<file path="src/rtl/alu_framer_pkg.sv">
// Shared definitions for the framed ALU command engine: FSM encoding,
// default marker/status bytes, frame length and a saturating counter helper.
package alu_framer_pkg;

    typedef enum logic [3:0] {
        S_IDLE,
        S_OPC,
        S_A,
        S_B,
        S_CHK,
        S_EXEC,
        S_CAPT,
        S_SEND_RES,
        S_SEND_STAT
    } state_t;

    localparam logic [7:0] HDR_BYTE_DEF = 8'hA5;
    localparam logic [7:0] ACK_BYTE_DEF = 8'h06;
    localparam logic [7:0] NAK_BYTE_DEF = 8'h15;

    // header, opcode, A, B, checksum
    localparam int FRAME_LEN = 5;

    // Error counter increment that sticks at 255 instead of wrapping.
    function automatic logic [7:0] sat_inc(input logic [7:0] v);
        return (v == 8'hFF) ? v : v + 8'd1;
    endfunction

endpackage

</file>
<file path="src/rtl/alu_cmd_framer.sv">
// Framed command/response engine between the UART FIFOs and the ALU.
// Assembles header/opcode/A/B/checksum frames from the RX FIFO, runs the ALU
// on good frames and answers with result+ACK, or a lone NAK on bad frames.
// Optional inter-byte timeout is built when ALU_FRAMER_TIMEOUT_EN is defined.
module alu_cmd_framer
    import alu_framer_pkg::*;
#(
    parameter int                   DATA_BITS      = 8,
    parameter int                   OPCODE_BITS    = 6,
    parameter logic [DATA_BITS-1:0] HDR_BYTE       = DATA_BITS'(HDR_BYTE_DEF),
    parameter logic [DATA_BITS-1:0] ACK_BYTE       = DATA_BITS'(ACK_BYTE_DEF),
    parameter logic [DATA_BITS-1:0] NAK_BYTE       = DATA_BITS'(NAK_BYTE_DEF),
    parameter logic [15:0]          TIMEOUT_CYCLES = 16'd50000
) (
    input  logic                   i_clk,
    input  logic                   i_reset,
    input  logic                   i_rx_empty,
    input  logic [DATA_BITS-1:0]   i_r_data,
    output logic                   o_rd_uart,
    input  logic                   i_tx_full,
    output logic [DATA_BITS-1:0]   o_w_data,
    output logic                   o_wr_uart,
    output logic [DATA_BITS-1:0]   o_op_a,
    output logic [DATA_BITS-1:0]   o_op_b,
    output logic [OPCODE_BITS-1:0] o_op_code,
    input  logic [DATA_BITS-1:0]   i_alu_result,
    output logic                   o_frame_ok,
    output logic [7:0]             o_err_count,
    output logic                   o_busy
);

    state_t                 state_reg, state_next;

    // Shadow registers hold the frame being received so the ALU operands
    // only move once the checksum has been verified.
    logic [DATA_BITS-1:0]   opc_reg, a_reg, b_reg, csum_reg;
    logic [DATA_BITS-1:0]   op_a_reg, op_b_reg;
    logic [OPCODE_BITS-1:0] op_code_reg;
    logic [DATA_BITS-1:0]   w_data_reg;
    logic                   frame_ok_reg;
    logic [7:0]             err_cnt_reg;

    logic                   rx_pop, tx_push, chk_bad, timeout_hit;

    assign rx_pop  = o_rd_uart;
    assign tx_push = o_wr_uart;

    // Opcodes wider than the ALU accepts are rejected like a checksum error.
    assign chk_bad = (i_r_data != csum_reg) || ((opc_reg >> OPCODE_BITS) != '0);

`ifdef ALU_FRAMER_TIMEOUT_EN
    logic [15:0] tmo_cnt_reg;
    logic        in_frame;

    assign in_frame    = state_reg inside {S_OPC, S_A, S_B, S_CHK};
    assign timeout_hit = in_frame && !rx_pop && (tmo_cnt_reg == TIMEOUT_CYCLES - 16'd1);

    // Inter-byte idle counter: restarts on every pop, counts only mid-frame.
    always_ff @(posedge i_clk or negedge i_reset) begin
        if (!i_reset) begin
            tmo_cnt_reg <= 16'd0;
        end else if (!in_frame || rx_pop) begin
            tmo_cnt_reg <= 16'd0;
        end else if (!timeout_hit) begin
            tmo_cnt_reg <= tmo_cnt_reg + 16'd1;
        end
    end
`else
    assign timeout_hit = 1'b0;
`endif

    // State register.
    always_ff @(posedge i_clk or negedge i_reset) begin
        if (!i_reset) begin
            state_reg <= S_IDLE;
        end else begin
            state_reg <= state_next;
        end
    end

    // Next-state logic: RX states advance per popped byte, TX states per push.
    always_comb begin
        state_next = state_reg;
        case (state_reg)
            S_IDLE:      if (rx_pop && (i_r_data == HDR_BYTE)) state_next = S_OPC;
            S_OPC:       if (rx_pop) state_next = S_A;
            S_A:         if (rx_pop) state_next = S_B;
            S_B:         if (rx_pop) state_next = S_CHK;
            S_CHK:       if (rx_pop) state_next = chk_bad ? S_SEND_STAT : S_EXEC;
            S_EXEC:      state_next = S_CAPT;
            S_CAPT:      state_next = S_SEND_RES;
            S_SEND_RES:  if (tx_push) state_next = S_SEND_STAT;
            S_SEND_STAT: if (tx_push) state_next = S_IDLE;
            default:     state_next = S_IDLE;
        endcase
        if (timeout_hit) state_next = S_SEND_STAT;
    end

    // FIFO strobes and busy flag, decoded from the current state.
    always_comb begin
        o_rd_uart = 1'b0;
        o_wr_uart = 1'b0;
        o_busy    = (state_reg != S_IDLE);
        case (state_reg)
            S_IDLE, S_OPC, S_A, S_B, S_CHK: o_rd_uart = !i_rx_empty;
            S_SEND_RES, S_SEND_STAT:        o_wr_uart = !i_tx_full;
            default: ;
        endcase
    end

    // Datapath: shadow capture, checksum, operand load, result/status byte.
    always_ff @(posedge i_clk or negedge i_reset) begin
        if (!i_reset) begin
            opc_reg      <= '0;
            a_reg        <= '0;
            b_reg        <= '0;
            csum_reg     <= '0;
            op_a_reg     <= '0;
            op_b_reg     <= '0;
            op_code_reg  <= '0;
            w_data_reg   <= '0;
            frame_ok_reg <= 1'b0;
            err_cnt_reg  <= 8'd0;
        end else begin
            frame_ok_reg <= 1'b0;
            case (state_reg)
                S_IDLE: if (rx_pop && (i_r_data == HDR_BYTE)) csum_reg <= '0;
                S_OPC: if (rx_pop) begin
                    opc_reg  <= i_r_data;
                    csum_reg <= csum_reg ^ i_r_data;
                end
                S_A: if (rx_pop) begin
                    a_reg    <= i_r_data;
                    csum_reg <= csum_reg ^ i_r_data;
                end
                S_B: if (rx_pop) begin
                    b_reg    <= i_r_data;
                    csum_reg <= csum_reg ^ i_r_data;
                end
                S_CHK: if (rx_pop && chk_bad) begin
                    err_cnt_reg <= sat_inc(err_cnt_reg);
                    w_data_reg  <= NAK_BYTE;
                end
                S_EXEC: begin
                    op_a_reg    <= a_reg;
                    op_b_reg    <= b_reg;
                    op_code_reg <= opc_reg[OPCODE_BITS-1:0];
                end
                S_CAPT: begin
                    w_data_reg   <= i_alu_result;
                    frame_ok_reg <= 1'b1;
                end
                S_SEND_RES: if (tx_push) w_data_reg <= ACK_BYTE;
                default: ;
            endcase
            if (timeout_hit) begin
                err_cnt_reg <= sat_inc(err_cnt_reg);
                w_data_reg  <= NAK_BYTE;
            end
        end
    end

    assign o_op_a      = op_a_reg;
    assign o_op_b      = op_b_reg;
    assign o_op_code   = op_code_reg;
    assign o_w_data    = w_data_reg;
    assign o_frame_ok  = frame_ok_reg;
    assign o_err_count = err_cnt_reg;

endmodule

</file>
<file path="config.mk">
export PLATFORM = sky130hd
export DESIGN_NAME = alu_cmd_framer
export DESIGN_NICKNAME = d
export VERILOG_FILES = /design/src/rtl/alu_framer_pkg.sv /design/src/rtl/alu_cmd_framer.sv
export SDC_FILE = /design/constraint.sdc
export NUM_CORES = 1
export LEC_CHECK = 0
export ABC_CLOCK_PERIOD_IN_PS = 5400
export CAP_MARGIN = 25
export CORE_ASPECT_RATIO = 1.25
export CORE_MARGIN = 1.5
export CORE_UTILIZATION = 34
export CTS_CLUSTER_SIZE = 10
export DETAILED_ROUTE_END_ITERATION = 8
export GPL_ROUTABILITY_DRIVEN = 0
export PLACE_DENSITY = 0.58
export SLEW_MARGIN = 10
export SYNTH_ARGS = -nofsm -noshare
export SYNTH_HDL_FRONTEND = slang
export SYNTH_SLANG_ARGS = --single-unit
</file>
<file path="constraint.sdc">
create_clock -name i_clk -period 5.4 [get_ports i_clk]
set_clock_uncertainty 0.2 [all_clocks]
set_input_delay 1.62 -clock i_clk [delete_from_list [all_inputs] [get_ports i_clk]]
set_output_delay 1.62 -clock i_clk [all_outputs]
set_load 0.02 [all_outputs]
</file>
==> results of run 1 <==
per-stage QoR:
stage	instance area (µm²)	std cells	hold slack [ns]
2_1_floorplan	3330	275	0.259
3_3_place_gp	4050	452	0.268
3_5_place_dp	4050	452	0.279
4_1_cts	4370	467	0.292
5_1_grt	4400	468	0.313
6_report	4400	468	0.291
synthesized netlist by cell type (all sizes together), types with 2 or more instances:
cell	count	share of area, %
o21ai	27	4.1
xnor2	7	1.8
nor2	18	2.0
nor4	2	0.38
nor2b	4	0.75
buf	5	1.1
nor3b	3	0.68
nand3b	2	0.45
nand2	17	1.9
mux2	49	17
dfrtp	75	56
a22o	4	1.2
inv	4	0.45
and2	3	0.56
and4	2	0.60
nor3	4	0.60
clkbuf	6	0.68
a31oi	2	0.38
xor2	9	2.4
and3	5	1.1
nand4	4	0.75
a21oi	8	1.2
per-layer routing:
| layer | up-vias | GRT usage [%] | routed length, µm |
|---|---|---|---|
| li1 | 1100 | - | - |
| met1 | 1163 | 18.9 | 3240 |
| met2 | 76 | 22.8 | 3320 |
| met3 | 8 | 3.73 | 316 |
| met4 | 0 | 5.63 | 119 |
| met5 | - | 0 | 0 |
cell type report:
cell class                 instances  share of cell area, %
clock buffer                      11                   5.74
clock inverter                     4                   1.68
inverter                           4                  0.341
multi-input combinational        185                   31.4
sequential                        75                   42.6
tap                              126                   3.58
timing repair buffer              63                   14.6
worst register-to-register path: cells and delay by family, from the launching register on:
kind             cells  cell delay (ns)
AO/OA/AOI/OAI        3             0.83
flip-flops           1             0.61
AND/OR/NAND/NOR      2             0.69
final timing paths:
| path | endpoint | slack [ns] |
|---|---|---|
| hold reg to reg | o_op_code[2]$_DFFE_PN0P_ | 0.29 |
| max in group asynchronous | o_op_a[0]$_DFFE_PN0P_ | 3.49 |
| setup reg to reg | csum_reg[2]$_DFFE_PN0P_ | 2.98 |
| setup / recovery | o_rd_uart | 0.52 |
| hold / removal | o_op_code[2]$_DFFE_PN0P_ | 0.29 |
| min in group asynchronous | o_err_count[5]$_DFFE_PN0P_ | 0.96 |
layout by cell type (no fill, tap or decap), drive strengths merged, types with 2 or more instances in the layout:
cell,synthesis,routed
and3,5,5
o21ai,27,27
and2,3,3
nor4,2,2
a31oi,2,2
nand3b,2,2
nor2,18,18
nor2b,4,4
nor3b,3,3
nand2,17,17
xnor2,7,7
clkinv,0,2
dfrtp,75,75
a22o,4,4
clkbuf,6,11
clkdlybuf4s50,0,60
bufinv,0,2
a21oi,8,8
xor2,9,9
buf,5,3
and4,2,2
nor3,4,4
mux2,49,49
inv,4,4
nand4,4,4
cell families after synthesis:
family                   after synthesis
XOR/XNOR                              16
multiplexers                          50
AND/OR/NAND/NOR                       71
flip-flops                            75
buffers and inverters                 15
AO/OA/AOI/OAI                         47
adder cells (fa/ha/maj)                1
power breakdown:
part | internal (W) | switching (W) | leakage (nW)
logic | 0.000475 | 0.000419 | 0.792
clock network | 0.000427 | 0.000216 | 0.162
registers | 0.000800 | 0.000170 | 0.937
total | 0.00170 | 0.000805 | 1.89
==> out/results.txt, run 1 <==
Initial antenna violation count: 0
HP Class: flip-flop to flip-flop
GRT overflow: 0
CTS tree: built
CP startpoint kind: input port
Fillers: 884
Clk slew on worst S/H paths: 0.05 ns
CP required: 3.58 ns
Inserted Clock Buffers: 9
Root Buffer: clkbuf_16
Post-synthesis xor/xnor area fraction: 4.21%
Setup WS pre-CTS: 0.525 ns
CP most frequent cell: clkdlybuf4s50_1
Mean routed wirelength per cell: 15.0 µm
Avg Inst Size Synth: 12.1 µm²
Area Overhead vs Synth: 32.2%
Post-synth EDFFs: 0
Hold bufs inserted after CTS: 0
Vias in the first global route: 2289
Final net count: 359
Unrepaired setup endpoints after global routing: false
Port-buffer cells: 61
Crit path arrival time: 3.06 ns
WL final: 7.00 mm
Post-Syn Area: 3330 µm²
Post-layout worst setup margin: 0.525 ns
Final Hold Fails: 0
Fmax: 205 MHz
Cell count after synthesis: 275
First-pass GRT wire length: 11.6 mm
Status: complete, no violations
Worst-Skew Late Latency: 0.32 ns
Vias after detailed routing: 2347
CP max stage cell: clkdlybuf4s50_1
Worst r2r src: state_reg[0]$_DFFE_PN0P_
Crit path capture type: output pin
Ant diodes: 0
CP Max Fanout: 6
Fin Setup TNS: 0 ns
Post-layout min period: 4.88 ns
Ys async rst share: 100%
CP top delay family: buffers and inverters
Multi-input gate area: 1380 µm²
DIE HEIGHT: 114 µm
Syn Nets: 296
Reg2Reg Depth: 5
Synth Register Bits: 75
Worst Path Buf+Inv: 2
Critical path launch point: i_rx_empty
Prevailing post-synth register cell: dfrtp_1
Setup Fix Bufs, Post-CTS: 0
Sequential Area: 1880 µm²
Period utilization: 90.3%
Final setup violation count: 0
Largest net degree at the start of global routing: 76
Clk buf depth: 2
Pwr/cell area: 570 nW/µm²
Final ANT Viol Nets: 0
Total clock sinks: 75
Leakage power: 1.89 nW
Register area share after synthesis: 56.4%
Cts repair resizes: 0
Rows: 40
Via/cell ratio: 5.01
Initial Utilization: 34.8%
Post-synthesis adder-cell area fraction: 0.376%
Drt drc: 0
Total power: 0.00251 W
Min-delay src: o_op_code[2]$_DFFE_PN0P_
Largest vdd supply drop: 186 µV
Critical path, cell by cell: clkdlybuf4s50_1 -> nor2_1 -> and2_1 -> clkdlybuf4s50_1
# IOs: 62
Detailed Route Iter0 Violations: 118
Warnings from Yosys: 0
Post-DP HPWL: 4.72 mm
Layout cells sized above 1: 21.1%
Max Cap Viol: 0
Worst Tran Pin Value: 0.750 ns
Worst Hold Depth: 1
1st-pass router iterations: 4
Synth cell types: 43
Die area: 10400 µm²
H-Tree Depth: 3
GRT Util Overall: 14.4%
Simple-gate share of the synthesized area: 11.4%
Core Util, Final: 46.0%
Combinational family with the most area after synthesis: multiplexers
Crit path largest cell delay: 0.60 ns
Complex-gate fraction of the synthesized area: 8.31%
Setup Crit Path Kind: input port to output pin
Multiplexer share of the synthesized area: 17.1%
Die width: 91.5 µm
Final Max Tran Viols: 0
Core ar.: 9560 µm²
Slew margin rel.: 49.8%
Worst path depth: 4
Note: power is estimated with default switching activity, not from simulation.
==> inputs of run 2 (changes only) <==
--- a/config.mk
+++ b/config.mk
@@ -9,11 +9,11 @@
 export CAP_MARGIN = 25
 export CORE_ASPECT_RATIO = 1.25
 export CORE_MARGIN = 1.5
-export CORE_UTILIZATION = 34
+export CORE_UTILIZATION = 42
 export CTS_CLUSTER_SIZE = 10
 export DETAILED_ROUTE_END_ITERATION = 8
 export GPL_ROUTABILITY_DRIVEN = 0
-export PLACE_DENSITY = 0.58
+export PLACE_DENSITY = 0.68
 export SLEW_MARGIN = 10
 export SYNTH_ARGS = -nofsm -noshare
 export SYNTH_HDL_FRONTEND = slang
==> run 2 against run 1 <==
- clock power shrank 20%
- count of clock-buffer cells in the layout shrank 2
- wire length shrank 3.6%
- critical endpoint unchanged
- largest cell class unchanged
==> out/results.txt, run 2 (synthesis results as in run 1) <==
Worst flop-to-flop path endpoint: csum_reg[3]$_DFFE_PN0P_
HP Class: flip-flop to flip-flop
Status: complete, no violations
R2r setup slk: 3.00 ns
Fin Setup TNS: 0 ns
CP max stage cell: clkdlybuf4s50_1
Port-buffer cells: 61
1st-pass router iterations: 4
Vias after detailed routing: 2363
Mean routed wirelength per cell: 15.4 µm
Final setup violation count: 0
Core ar.: 7750 µm²
Hold bufs inserted after CTS: 0
Final instance area: 4270 µm²
GRT overflow: 0
Fmax: 202 MHz
CP required: 3.58 ns
Placed inst area: 4010 µm²
Clk slew on worst S/H paths: 0.07 ns
Final ANT Viol Nets: 0
CP most frequent cell: clkdlybuf4s50_1
Ant diodes: 0
Critical path launch point: i_rx_empty
Largest vdd supply drop: 276 µV
Area Overhead vs Synth: 28.4%
Fillers: 682
Inserted Clock Buffers: 9
First-pass GRT wire length: 11.3 mm
Setup WS pre-CTS: 0.474 ns
Period utilization: 91.5%
DIE HEIGHT: 103 µm
Final std cells w/o fill: 437
Gr busiest metal: met2
Die area: 8470 µm²
Setup Crit Path Kind: input port to output pin
Die width: 82.6 µm
Worst-Skew Late Latency: 0.34 ns
GRT Util Overall: 17.6%
Worst r2r src: state_reg[0]$_DFFE_PN0P_
Reg2Reg Depth: 5
Slew margin rel.: 56.9%
H-Tree Depth: 3
Clk buf depth: 2
Via/cell ratio: 5.41
Leakage power: 1.84 nW
WL final: 6.75 mm
GR Layer Usage met3: 5.22%
Layout cells sized above 1: 21.1%
Setup Fix Bufs, Post-CTS: 0
Grt met2 use: 28.1%
CP Max Fanout: 6
Worst Tran Pin Value: 0.644 ns
Pwr/cell area: 555 nW/µm²
Max Cap Viol: 0
CP startpoint kind: input port
Initial antenna violation count: 0
Post-DP HPWL: 4.48 mm
Crit path capture type: output pin
CTS tree: built
Total power: 0.00237 W
Worst Setup EP: o_rd_uart
Final Max Tran Viols: 0
# IOs: 62
Final net count: 359
Crit path arrival time: 3.12 ns
Largest net degree at the start of global routing: 76
Met1 usage: 23.6%
Rows: 36
Vias in the first global route: 2329
Post-layout worst setup margin: 0.459 ns
Cts repair resizes: 0
Drt drc: 0
Worst Hold Depth: 1
Detailed Route Iter0 Violations: 94
Final Hold Fails: 0
Root Buffer: clkbuf_8
Commonest non-fill, non-tap cell in the layout: dfrtp_1
Most frequent cells in the layout: dfrtp_1 (75), clkdlybuf4s50_1 (60), mux2_2 (44), o21ai_0 (27), nor2_1 (18)
Post-layout min period: 4.94 ns
Initial Utilization: 43.0%
Critical path, cell by cell: clkdlybuf4s50_1 -> nor2_1 -> and2_1 -> clkdlybuf4s50_1
Crit path largest cell delay: 0.61 ns
Total clock sinks: 75
Unrepaired setup endpoints after global routing: false
Inst Count DP: 421
==> run 2: worst min-delay path by stage <==
stage                                          end                startpoint  slack [ns]
after detailed placement  o_op_code[3]$_DFFE_PN0P_  o_op_code[3]$_DFFE_PN0P_        0.28
final                     o_op_code[3]$_DFFE_PN0P_  o_op_code[3]$_DFFE_PN0P_        0.30
after CTS                 o_op_code[2]$_DFFE_PN0P_    opc_reg[2]$_DFFE_PN0P_        0.30
after global placement    o_op_code[3]$_DFFE_PN0P_  o_op_code[3]$_DFFE_PN0P_        0.27
after floorplan           o_op_code[2]$_DFFE_PN0P_    opc_reg[2]$_DFFE_PN0P_        0.26
after global routing        opc_reg[5]$_DFFE_PN0P_    opc_reg[5]$_DFFE_PN0P_        0.32
==> run 2: power breakdown <==
part	internal [W]	switching [W]	leakage, nW
registers	0.000798	0.000170	0.937
clock network	0.000306	0.000207	0.115
logic	0.000475	0.000418	0.792
==> run 2: final cells by class <==
| type | count | area, µm² | area share, % |
|---|---|---|---|
| clock inverter | 6 | 115 | 2.69 |
| tap | 95 | 119 | 2.78 |
| sequential | 75 | 1880 | 43.9 |
| clock buffer | 9 | 124 | 2.90 |
| timing repair buffer | 63 | 643 | 15.0 |
| inverter | 4 | 15.0 | 0.351 |
| multi-input combinational | 185 | 1380 | 32.3 |
==> run 2: worst max-delay path, delay by kind of cell <==
| family | cells | cell delay, ns |
|---|---|---|
| buffers and inverters | 2 | 1.11 |
| and+or+nand+nor | 2 | 0.39 |
==> run 2: metal layers <==
layer	vias to the layer above	wire length, µm
li1	1108	-
met1	1183	3080
met2	64	3290
met3	8	330
met4	0	57
met5	-	0
==> run 2: through the flow <==
step                      util [%]  hold slack (ns)
after floorplan                  -            0.259
after global placement        51.7            0.268
after detailed placement      51.7            0.280
after CTS                     54.8            0.298
after global routing          55.2            0.321
final                         55.2            0.296
==> inputs of run 3 (changes only) <==
--- a/config.mk
+++ b/config.mk
@@ -18,3 +18,4 @@
 export SYNTH_ARGS = -nofsm -noshare
 export SYNTH_HDL_FRONTEND = slang
 export SYNTH_SLANG_ARGS = --single-unit
+export TNS_END_PERCENT = 100
==> results of run 3 <==
Same layout as run 2: the final DEF is identical, and so are final timing and power.
